[src/rtl/usart_seq_pkg.sv]
// usart_seq_pkg: USARTn register map, UCSRnA bit positions and sequencer states.
package usart_seq_pkg;
  localparam logic [11:0] UCSRnA = 12'h0C0;
  localparam logic [11:0] UCSRnB = 12'h0C1;
  localparam logic [11:0] UCSRnC = 12'h0C2;
  localparam logic [11:0] UBRRnL = 12'h0C4;
  localparam logic [11:0] UBRRnH = 12'h0C5;
  localparam logic [11:0] UDRn   = 12'h0C6;
  localparam int RXC  = 7;
  localparam int UDRE = 5;
  localparam int FE   = 4;
  localparam int DOR  = 3;
  localparam int UPE  = 2;
  localparam int U2X  = 1;
  typedef enum logic [3:0] {
    S_IDLE, S_CFG, S_POLL, S_PGAP, S_DECIDE, S_RD, S_WR, S_GAP, S_SHUT, S_SGAP
  } seq_state_t;
endpackage

[src/rtl/usart_bus_sequencer.sv]
// usart_bus_sequencer: configures one USARTn, then polls it to drain RX bytes and feed TX bytes.
// Define USEQ_RX_ERR_EN to capture {FEn,DORn,UPEn} into rx_err; otherwise rx_err is tied to 0.
module usart_bus_sequencer #(
  parameter logic [11:0] UBRR_VAL  = 12'd129,
  parameter logic [7:0]  UCSRC_VAL = 8'h06,
  parameter logic [7:0]  UCSRB_VAL = 8'h18,
  parameter logic        U2X_VAL   = 1'b0
) (
  input  logic        cp2,
  input  logic        ireset,
  input  logic        start,
  input  logic        stop,
  output logic        cfg_done,
  input  logic [7:0]  tx_data,
  input  logic        tx_valid,
  output logic        tx_ready,
  output logic [7:0]  rx_data,
  output logic        rx_valid,
  output logic [2:0]  rx_err,
  output logic [11:0] ram_Addr,
  output logic        ramre,
  output logic        ramwe,
  output logic [7:0]  dbus_out,
  input  logic [7:0]  dbus_in
);
  import usart_seq_pkg::*;
  seq_state_t r_state;
  logic [3:0] r_cnt;
  logic       r_rxc;
  logic       r_udre;
  logic [2:0]  w_idx;
  logic        w_cfg_wr;
  logic [11:0] w_cfg_addr;
  logic [7:0]  w_cfg_data;
  // Config cycles alternate write/gap; r_cnt is the index of the cycle being issued.
  assign w_idx      = r_cnt[3:1];
  assign w_cfg_wr   = ~r_cnt[0];
  assign w_cfg_addr = w_idx == 3'd0 ? UBRRnH : w_idx == 3'd1 ? UBRRnL :
                      w_idx == 3'd2 ? UCSRnA : w_idx == 3'd3 ? UCSRnC : UCSRnB;
  assign w_cfg_data = w_idx == 3'd0 ? {4'h0, UBRR_VAL[11:8]} : w_idx == 3'd1 ? UBRR_VAL[7:0] :
                      w_idx == 3'd2 ? {6'b0, U2X_VAL, 1'b0} : w_idx == 3'd3 ? UCSRC_VAL : UCSRB_VAL;
  assign tx_ready = r_state == S_DECIDE && !stop && !r_rxc && r_udre && tx_valid;
`ifdef USEQ_RX_ERR_EN
  logic [2:0] r_err;
`else
  assign rx_err = 3'b000;
`endif
  always_ff @(posedge cp2) begin
    if (!ireset) begin
      r_state  <= S_IDLE;
      r_cnt    <= '0;
      r_rxc    <= 1'b0;
      r_udre   <= 1'b0;
      cfg_done <= 1'b0;
      rx_data  <= '0;
      rx_valid <= 1'b0;
      ram_Addr <= '0;
      ramre    <= 1'b0;
      ramwe    <= 1'b0;
      dbus_out <= '0;
`ifdef USEQ_RX_ERR_EN
      r_err    <= '0;
      rx_err   <= '0;
`endif
    end else begin
      ramre    <= 1'b0;
      ramwe    <= 1'b0;
      ram_Addr <= '0;
      dbus_out <= '0;
      rx_valid <= 1'b0;
      case (r_state)
        S_IDLE: if (start && !stop) begin
          ramwe    <= 1'b1;
          ram_Addr <= w_cfg_addr;
          dbus_out <= w_cfg_data;
          r_cnt    <= 4'd1;
          r_state  <= S_CFG;
        end
        S_CFG: if (r_cnt == 4'd10) begin
          cfg_done <= 1'b1;
          r_cnt    <= '0;
          ramre    <= 1'b1;
          ram_Addr <= UCSRnA;
          r_state  <= S_POLL;
        end else begin
          ramwe    <= w_cfg_wr;
          ram_Addr <= w_cfg_wr ? w_cfg_addr : 12'h000;
          dbus_out <= w_cfg_wr ? w_cfg_data : 8'h00;
          r_cnt    <= r_cnt + 4'd1;
        end
        S_POLL: begin
          r_rxc   <= dbus_in[RXC];
          r_udre  <= dbus_in[UDRE];
`ifdef USEQ_RX_ERR_EN
          r_err   <= dbus_in[FE:UPE];
`endif
          r_state <= S_PGAP;
        end
        S_PGAP: r_state <= S_DECIDE;
        // dbus_out doubles as the TX holding register for the UDRn write cycle.
        S_DECIDE: if (stop) begin
          ramwe    <= 1'b1;
          ram_Addr <= UCSRnB;
          r_state  <= S_SHUT;
        end else if (r_rxc) begin
          ramre    <= 1'b1;
          ram_Addr <= UDRn;
          r_state  <= S_RD;
        end else if (r_udre && tx_valid) begin
          ramwe    <= 1'b1;
          ram_Addr <= UDRn;
          dbus_out <= tx_data;
          r_state  <= S_WR;
        end else begin
          ramre    <= 1'b1;
          ram_Addr <= UCSRnA;
          r_state  <= S_POLL;
        end
        S_RD: begin
          rx_data  <= dbus_in;
          rx_valid <= 1'b1;
`ifdef USEQ_RX_ERR_EN
          rx_err   <= r_err;
`endif
          r_state  <= S_GAP;
        end
        S_WR: r_state <= S_GAP;
        S_GAP: begin
          ramre    <= 1'b1;
          ram_Addr <= UCSRnA;
          r_state  <= S_POLL;
        end
        S_SHUT: r_state <= S_SGAP;
        S_SGAP: begin
          cfg_done <= 1'b0;
          r_state  <= S_IDLE;
        end
        default: r_state <= S_IDLE;
      endcase
    end
  end
endmodule
[config.mk]
export PLATFORM = sky130hd
export DESIGN_NAME = usart_bus_sequencer
export DESIGN_NICKNAME = d
export VERILOG_FILES = /design/src/rtl/usart_seq_pkg.sv /design/src/rtl/usart_bus_sequencer.sv
export SDC_FILE = /design/constraint.sdc
export NUM_CORES = 1
export LEC_CHECK = 0
export ABC_CLOCK_PERIOD_IN_PS = 1900
export CORE_MARGIN = 2
export CORE_UTILIZATION = 44
export CTS_CLUSTER_SIZE = 12
export DETAILED_ROUTE_END_ITERATION = 7
export PLACE_DENSITY_LB_ADDON = 0.05
export SLEW_MARGIN = 40
export SYNTH_ARGS = -nofsm -noshare
export SYNTH_HDL_FRONTEND = slang
export SYNTH_SLANG_ARGS = --single-unit
[constraint.sdc]
create_clock -name cp2 -period 1.9 [get_ports cp2]
set_input_delay 0.38 -clock cp2 [delete_from_list [all_inputs] [get_ports cp2]]
set_output_delay 0.38 -clock cp2 [all_outputs]
set_load 0.03 [all_outputs]
==> results of run 1 <==
layout make-up:
type	instances	share of cell area
Clock buffer	6	0.0226
Clock inverter	2	0.0264
Inverter	5	0.00826
Multi-Input combinational cell	137	0.363
Sequential cell	34	0.302
Tap cell	46	0.0253
Timing Repair Buffer	61	0.253
cell families (layout without fill, tap and decap cells):
family          count (synthesis)  after routing  share of synthesized area
simple gates                   75             75                      0.261
fa+ha+maj                       2              2                     0.0155
compound gates                 39             39                      0.141
other cells                     1             10                    0.00233
flops                          34             34                      0.422
buf+inv                        25             74                     0.0869
mux                            11             11                     0.0714
power groups by stage:
stage / clock (mW) / sequential (mW) / combinational [mW]
2_1_floorplan: 0 / 0.957 / 0.473
3_3_place_gp: 0 / 0.861 / 0.821
3_5_place_dp: 0 / 0.868 / 0.828
5_1_grt: 0.756 / 0.865 / 0.908
4_1_cts: 0.713 / 0.854 / 0.832
6_report: 0.694 / 0.854 / 0.834
final timing paths:
kind                       endpoint  slack, ns  cells past startpoint
min           cfg_done$_SDFFE_PN0P_       0.50                      2
min reg2reg   cfg_done$_SDFFE_PN0P_       0.50                      2
max                        tx_ready       -0.1                      3
max reg2reg  ram_Addr[0]$_SDFF_PN0_       0.14                      4
critical path, stage by stage (launching register included):
cell	delay (ns)
dfxtp_2	0.37
or4b_4	0.58
nor3_4	0.18
buf_6	0.16
Yosys cell counts (3+ instances only):
library cell and number:
clkbuf_1 4, o22ai_1 4, dfxtp_1 34, a21oi_1 17
buf_2 4, nand3b_1 4, and3_1 4, inv_1 5
o21ai_0 7, or3_1 3, nand2b_1 4, mux2i_1 10
nor3_1 6, nand2_1 13, nor2_1 24, buf_4 11
cell usage in the layout, fill, tap and decap left out, types with 3 or more instances in the layout:
master	count
dfxtp_1	32
nor3_1	6
nand3b_1	4
a21oi_1	17
clkbuf_4	5
o21ai_0	7
mux2i_1	10
nor2_1	24
clkdlybuf4s50_1	45
or3_1	3
and3_1	4
nand2_1	13
o22ai_1	4
buf_4	15
inv_1	5
conb_1	10
nand2b_1	4
registers in the layout, indices dropped and copies added (netlist names):
register,flops
r_udre,1
ramre,1
r_cnt,4
dbus_out,8
ramwe,1
rx_data,8
rx_valid,1
ram_Addr,4
r_state,4
r_rxc,1
cfg_done,1
repair_timing:
| item | 4_1_cts | 5_1_grt |
|---|---|---|
| hold buffers | 0 | 0 |
| resized for setup | 4 | 0 |
| endpoints found under the hold margin | 0 | 0 |
| pin swaps | 0 | 0 |
| setup endpoints to repair | 1 | 1 |
metal layers:
layer	vias to the layer above	global-route usage	part of all wire
li1	749	-	-
met3	6	0.0521	0.075
met1	695	0.248	0.42
met2	70	0.316	0.48
met5	-	0	0
met4	0	0.106	0.016
==> impl_metrics.tcl, run 1 <==
set metrics [dict create \
    status "complete, but fails checks" \
    violations "setup timing" \
    rows 21 \
    cts_tree "yes" \
    die-area_um2 4170 \
    totalPowerFinal_mw 2.38 \
    share_clk_of_total_power 0.291 \
    cts_buffer_depth 2 \
    placedCellCount 283 \
    initial_core_util 0.472 \
    grt_pass1_wl_um 6460 \
    p_sw_frac 0.323 \
    post_cts_buffers 0 \
    wirelength_um 3810 \
    synthArstFlopShare 0 \
    nFillCells 298 \
    synth_cell_types 41 \
    ys_seq_area_frac 0.422 \
    synth_edf_count 0 \
    initialDrtViolationCount 87 \
    power.switching_mw 0.768 \
    post-route-period-util 1.05 \
    antenna_found_initial 0 \
    dpl-instance-area_um2 2150 \
    die_h_um 64.5 \
    synthesis.area_per_instance_um2 8.62 \
    dr.pass1.iters 4 \
    cts-buffers-inserted 5 \
    power_density_nw_per_um2 1050 \
    worst_ep_required_time_ns 1.52 \
    synth_top_area_cell "dfxtp_1" \
    diodes 0 \
    period_needed_ns 2.00 \
    setup_ws_ns -0.0957 \
    ir_drop_uv 840 \
    preCtsSetupSlack_ns 0.0107 \
    grt_util_all_layers 0.200 \
    worstSetupPathType "reg2out" \
    vias 1520 \
    synth_top_area_frac 0.422 \
    sequentialPowerShare 0.359 \
    routabilityCongestion 0.828 \
    finalSetupViolations 1 \
    fin_util 0.666 \
    chipWidth_um 64.5 \
    htreeDepth 2 \
    stdcell_count 291 \
    antenna_left 0 \
    endpoint_kind "output pin" \
    drv_cap 0 \
    grt_pass1_vias 1423 \
    area_delta_synth_final_pct 41.0 \
    min_from "cfg_done$_SDFFE_PN0P_" \
    grt-ovfl-total 0 \
    design_area_um2 2270 \
    rsz0062_at_grt "true" \
    clock-sinks 34 \
    start_kind "register" \
    fmax_mhz 501 \
    hold_viol 0 \
    cp.arrival_ns 1.62 \
    post_drt_wl_per_cell_um 13.1 \
    reg2reg_from "r_state[1]$_SDFFE_PN0P_" \
    layout.nets 267 \
    core_um2 3420 \
    comb_power_share 0.350 \
    p_int_mw 1.61 \
    path_max_fanout 8 \
    drc 0 \
    clk_pin_slew_ns 0.10 \
    synthTopCellsByArea "dfxtp_1 (42%), mux2i_1 (6.2%), nor2_1 (5.6%)" \
    drv_slew 0 \
    whs_ns 0.501 \
    multi_input_area_um2 826 \
    ios 57 \
    cp-startpoint "r_state[0]$_SDFFE_PN0P_" \
    setup_tns_ns -0.0957 \
    viasPerCell 5.22 \
    synth_top_flop_cell "dfxtp_1" \
    p_leak_nw 0.875 \
    root_buffer "clkbuf_4" \
    clk_latency_ns 0.34 \
    postSynthCellCount 187 \
    io_buffers 46 \
    finalClockSkew_ns 0.0114 \
    dpl.hpwl_um 2880 \
    ys_ff_latch 34 \
    yosysWarnings 0 \
    layout.area.seq_um2 686 \
    grt_start_max_net_pins 12 \
    holdCritPathClass "reg2reg" \
    drive_gt1_frac 0.139 \
    syn_area_um2 1610 \
]
Power figures use the tool's default switching activity.
==> run 2: changes to the inputs <==
--- a/config.mk
+++ b/config.mk
@@ -5,9 +5,9 @@
 export SDC_FILE = /design/constraint.sdc
 export NUM_CORES = 1
 export LEC_CHECK = 0
-export ABC_CLOCK_PERIOD_IN_PS = 1900
-export CORE_MARGIN = 2
-export CORE_UTILIZATION = 44
+export ABC_CLOCK_PERIOD_IN_PS = 1700
+export CORE_MARGIN = 1.5
+export CORE_UTILIZATION = 40
 export CTS_CLUSTER_SIZE = 12
 export DETAILED_ROUTE_END_ITERATION = 7
 export PLACE_DENSITY_LB_ADDON = 0.05
==> constraint.sdc (replaced) <==
create_clock -name cp2 -period 1.7 [get_ports cp2]
set_input_delay 0.34 -clock cp2 [delete_from_list [all_inputs] [get_ports cp2]]
set_output_delay 0.34 -clock cp2 [all_outputs]
set_load 0.03 [all_outputs]
==> impl_metrics.tcl, run 2 (same netlist as run 1, synthesis figures left out) <==
set metrics [dict create \
    dr.pass1.iters 5 \
    worstSetupPathType "reg2out" \
    nFillCells 328 \
    clock-sinks 34 \
    die-area_um2 4420 \
    drv_cap 0 \
    finalSetupViolations 1 \
    p_leak_nw 0.910 \
    grt_start_max_net_pins 15 \
    initial_core_util 0.428 \
    layout.nets 272 \
    setup_ws_ns -0.180 \
    hold_viol 0 \
    top_regs "dbus_out (8), rx_data (8)" \
    viasPerCell 5.15 \
    cts_tree "yes" \
    whs_ns 0.489 \
    root_buffer "clkbuf_8" \
    grt_pass1_vias 1460 \
    die_h_um 66.5 \
    ios 57 \
    layout_commonest_cell "clkdlybuf4s50_1" \
    routabilityCongestion 0.817 \
    max_stage_delay_ns 0.58 \
    cp.arrival_ns 1.54 \
    clk_latency_ns 0.28 \
    dpl.hpwl_um 3030 \
    setup_tns_ns -0.180 \
    final_cell_mix "clkdlybuf4s50_1 (45), dfxtp_1 (32), nor2_1 (24)" \
    grt-ovfl-total 0 \
    highest_layer "met4" \
    clk_pin_slew_ns 0.07 \
    grt_util_all_layers 0.186 \
    post-route-period-util 1.11 \
    status "complete, but fails checks" \
    cts_buffer_depth 2 \
    core_um2 3770 \
    chipWidth_um 66.5 \
    reg2reg_from "r_state[1]$_SDFFE_PN0P_" \
    met3WireLength_um 199 \
    cts-buffers-inserted 5 \
    finalClockSkew_ns 0.00352 \
    diodes 0 \
    drc 0 \
    period_needed_ns 1.88 \
    path_max_fanout 6 \
    post_cts_buffers 0 \
    grt_pass1_wl_um 6290 \
    cp-startpoint "r_state[0]$_SDFFE_PN0P_" \
    wirelength_um 3880 \
    routedLengthMet1_um 1600 \
    post_drt_wl_per_cell_um 13.0 \
    violations "setup timing" \
    rows 22 \
    crit_chain "or4b_4 -> nor3_4 -> buf_6" \
    antenna_left 0 \
    vias 1536 \
    worst_ep_required_time_ns 1.36 \
    initialDrtViolationCount 102 \
    endpoint_kind "output pin" \
    ctsHoldBuffers 0 \
    rsz0062_at_grt "true" \
    min_from "cfg_done$_SDFFE_PN0P_" \
    antenna_found_initial 0 \
    htreeDepth 2 \
    holdCritPathClass "reg2reg" \
    power_density_nw_per_um2 1190 \
    fmax_mhz 532 \
    area_delta_synth_final_pct 45.7 \
    ir_drop_uv 835 \
    io_buffers 46 \
    slowest_stage "or4b_4" \
    drive_gt1_frac 0.156 \
    wl_met2_um 2030 \
    start_kind "register" \
    totalPowerFinal_mw 2.81 \
    drv_slew 0 \
]
## run 2: changes by cell type in the layout (fill, tap and decap cells not counted)
cell	delta
clkbuf_8	+4
dfxtp_4	-1
buf_4	+4
clkbuf_4	-5
clkinv_4	+1
dfxtp_2	+1
buf_12	+1
## run 2: stage by stage
stage | std cells | worst slack (ns) | cell area (µm²) | util
floorplan | 196 | 0.0537 | 1650 | -
global placement | 290 | -0.0854 | 2210 | 0.585
detailed placement | 290 | -0.0922 | 2210 | 0.585
CTS | 298 | -0.192 | 2350 | 0.623
global route | 298 | -0.236 | 2350 | 0.623
finish | 298 | -0.180 | 2350 | 0.623
## run 2: final cells by class
| class | count | area (µm²) | share of cell area |
|---|---|---|---|
| Clock buffer | 5 | 68.8 | 0.0293 |
| Clock inverter | 3 | 68.8 | 0.0293 |
| Inverter | 5 | 18.8 | 0.00799 |
| Multi-Input combinational cell | 137 | 826 | 0.351 |
| Sequential cell | 34 | 683 | 0.291 |
| Tap cell | 48 | 60.1 | 0.0256 |
| Timing Repair Buffer | 66 | 624 | 0.266 |
## run 2: worst paths after layout
check	endpoint	slack, ns	cells after the start
setup / recovery	tx_ready	-0.18	3
hold / removal	cfg_done$_SDFFE_PN0P_	0.49	2
hold reg to reg	cfg_done$_SDFFE_PN0P_	0.49	2
setup reg to reg	dbus_out[7]$_SDFF_PN0_	0.02	4
## run 2: layer usage
| metal | global-route usage | up-vias |
|---|---|---|
| met1 | 0.220 | 728 |
| met3 | 0.0355 | 7 |
| li1 | - | 752 |
| met4 | 0.0689 | 0 |
| met2 | 0.333 | 49 |
| met5 | 0 | - |
## run 2: where the power goes
group	switching, mW	internal (mW)
registers	0.0572	0.888
clock network	0.302	0.587
logic	0.530	0.441
total	0.889	1.92
## run 2: worst max-delay path, delay by kind of cell (launching register included)
family	cells	cell delay (ns)
simple gates	2	0.76
flops	1	0.35
buf+inv	1	0.16
## run 2: repair_timing
item                       4_1_cts  5_1_grt
gates resized for setup          2        1
setup endpoints to repair        3       12
pin swaps                        0        0
==> run 3: changes to the inputs <==
--- a/config.mk
+++ b/config.mk
@@ -6,10 +6,13 @@
 export NUM_CORES = 1
 export LEC_CHECK = 0
 export ABC_CLOCK_PERIOD_IN_PS = 1700
+export CELL_PAD_IN_SITES_DETAIL_PLACEMENT = 1
+export CELL_PAD_IN_SITES_GLOBAL_PLACEMENT = 2
 export CORE_MARGIN = 1.5
-export CORE_UTILIZATION = 40
+export CORE_UTILIZATION = 23
 export CTS_CLUSTER_SIZE = 12
 export DETAILED_ROUTE_END_ITERATION = 7
+export GPL_ROUTABILITY_DRIVEN = 0
 export PLACE_DENSITY_LB_ADDON = 0.05
 export SLEW_MARGIN = 40
 export SYNTH_ARGS = -nofsm -noshare
==> impl_metrics.tcl, run 3 (same netlist as run 1, synthesis figures left out) <==
set metrics [dict create \
    nFillCells 802 \
    io_buffers 46 \
    dpl.hpwl_um 3730 \
    routedLengthMet1_um 2120 \
    worst_pin_slew_ns 0.634 \
    max-slew-margin-rel 0.573 \
    p_leak_nw 0.970 \
    path_max_fanout 7 \
    wirelength_um 5000 \
    fmax_mhz 530 \
    drv_cap 0 \
    violations "setup timing" \
    multi_input_area_um2 887 \
    critical-path-top-delay-family "simple AND/OR/NAND/NOR gates" \
    chipWidth_um 86.7 \
    worstSetupPathType "reg2out" \
    holdCritPathClass "reg2reg" \
    reg2regPathDepth 5 \
    drv_slew 0 \
    ir_drop_uv 550 \
    antenna_found_initial 0 \
    power_density_nw_per_um2 1090 \
    cp.arrival_ns 1.55 \
    crit_chain "or4b_4 -> nor3_4 -> buf_6" \
    preCtsSetupSlack_ns -0.145 \
    reg2reg_from "r_state[1]$_SDFFE_PN0P_" \
    root_buffer "clkbuf_8" \
    initial_core_util 0.237 \
    grt_start_max_net_pins 15 \
    finalClockSkew_ns 0.00371 \
    worst_ep_required_time_ns 1.36 \
    grt_util_all_layers 0.140 \
    post-route-period-util 1.11 \
    endpoint_kind "output pin" \
    core_um2 6790 \
    worst_hold_path.endpoint "cfg_done$_SDFFE_PN0P_" \
    clk_latency_ns 0.28 \
    worst_hold_path.num_cells 2 \
    cts-buffers-inserted 5 \
    initialDrtViolationCount 44 \
    status "complete, but fails checks" \
    r2r_end "r_cnt[3]$_SDFFE_PN0P_" \
    min_from "cfg_done$_SDFFE_PN0P_" \
    layout.nets 285 \
    vias 1574 \
    wl_met2_um 2650 \
    grt_pass1_vias 1680 \
    rrSetupSlack_ns 0 \
    highest_layer "met4" \
    met3WireLength_um 157 \
    die_h_um 86.7 \
    area_delta_synth_final_pct 57.8 \
    max_stage_delay_ns 0.51 \
    clk_pin_slew_ns 0.07 \
    grt_pass1_wl_um 8140 \
    period_needed_ns 1.89 \
    htreeDepth 2 \
    ios 57 \
    start_kind "register" \
    viasPerCell 4.38 \
    top_regs "dbus_out (8), rx_data (8)" \
    final_cell_mix "clkdlybuf4s50_1 (45), dfxtp_1 (30), buf_4 (28)" \
    cts_buffer_depth 2 \
    drive_gt1_frac 0.247 \
    post_drt_wl_per_cell_um 13.9 \
    dr.pass1.iters 4 \
    slowest_stage "or4b_4" \
    diodes 0 \
    clock-sinks 34 \
    cp-startpoint "r_state[0]$_SDFFE_PN0P_" \
    hold_viol 0 \
    layout_commonest_cell "clkdlybuf4s50_1" \
    layout.area.seq_um2 691 \
    die-area_um2 7520 \
    rows 30 \
    ctsHoldBuffers 0 \
    grt-ovfl-total 0 \
    cts_tree "yes" \
    antenna_left 0 \
    finalSetupViolations 1 \
    fin_util 0.375 \
    drc 0 \
    worst-path-buf-inv 1 \
    setup_ws_ns -0.187 \
    rsz0062_at_grt "true" \
]
run 3: changes by cell type in the layout (fill, tap and decap cells not counted), sizes merged:
cell / change
buf: +13
bufinv: -2
clkbuf: +2
run 3: area by class of cell:
type,instances,share of cell area
inverters,5,0.00737
clock inverters,1,0.00197
repair buffers,79,0.290
multi-input cells,137,0.349
well taps,96,0.0472
clock buffers,7,0.0339
flip-flops and latches,34,0.271
run 3: report_power, final:
group / total, mW / internal (mW) / switching (mW) / leakage (nW)
clock network: 0.615 / 0.327 / 0.288 / 0.0482
registers: 0.946 / 0.892 / 0.0534 / 0.278
logic: 1.21 / 0.584 / 0.629 / 0.644
total: 2.77 / 1.80 / 0.970 / 0.970
run 3: worst max-delay path by stage:
stage	end	cells after the start
4_1_cts	tx_ready	3
5_1_grt	tx_ready	3
3_3_place_gp	r_cnt[3]$_SDFFE_PN0P_	6
2_1_floorplan	tx_ready	2
3_5_place_dp	r_cnt[3]$_SDFFE_PN0P_	6
6_report	tx_ready	3
run 3: tightest hold or removal path: cells and delay by family, from the launching register on:
| kind | cells | cell delay [ns] |
|---|---|---|
| AO/OA/AOI/OAI | 1 | 0.04 |
| flip-flops | 1 | 0.34 |
| AND/OR/NAND/NOR | 1 | 0.08 |
run 3: repair_timing:
item	4_1_cts	5_1_grt
endpoints found under the setup margin	11	15
pin swaps	3	7
gates cloned	0	0
setup buffers	4	3
gates resized for setup	12	14
run 3: routing by layer:
layer,global-route usage,up-vias
li1,-,776
met1,0.157,755
met2,0.266,36
met3,0.0276,7
met4,0.0411,0
met5,0,-
run 3: per-stage QoR:
step	setup TNS [ns]	std cells	total power, mW	instance area, µm²	hold WS (ns)
after floorplan	0	196	1.60	1650	0.476
after global placement	-0.346	344	2.00	2310	0.464
after detailed placement	-0.744	344	2.02	2310	0.468
after CTS	-0.272	356	2.73	2470	0.500
after global routing	-0.486	359	2.96	2540	0.529
final	-0.187	359	2.77	2540	0.492
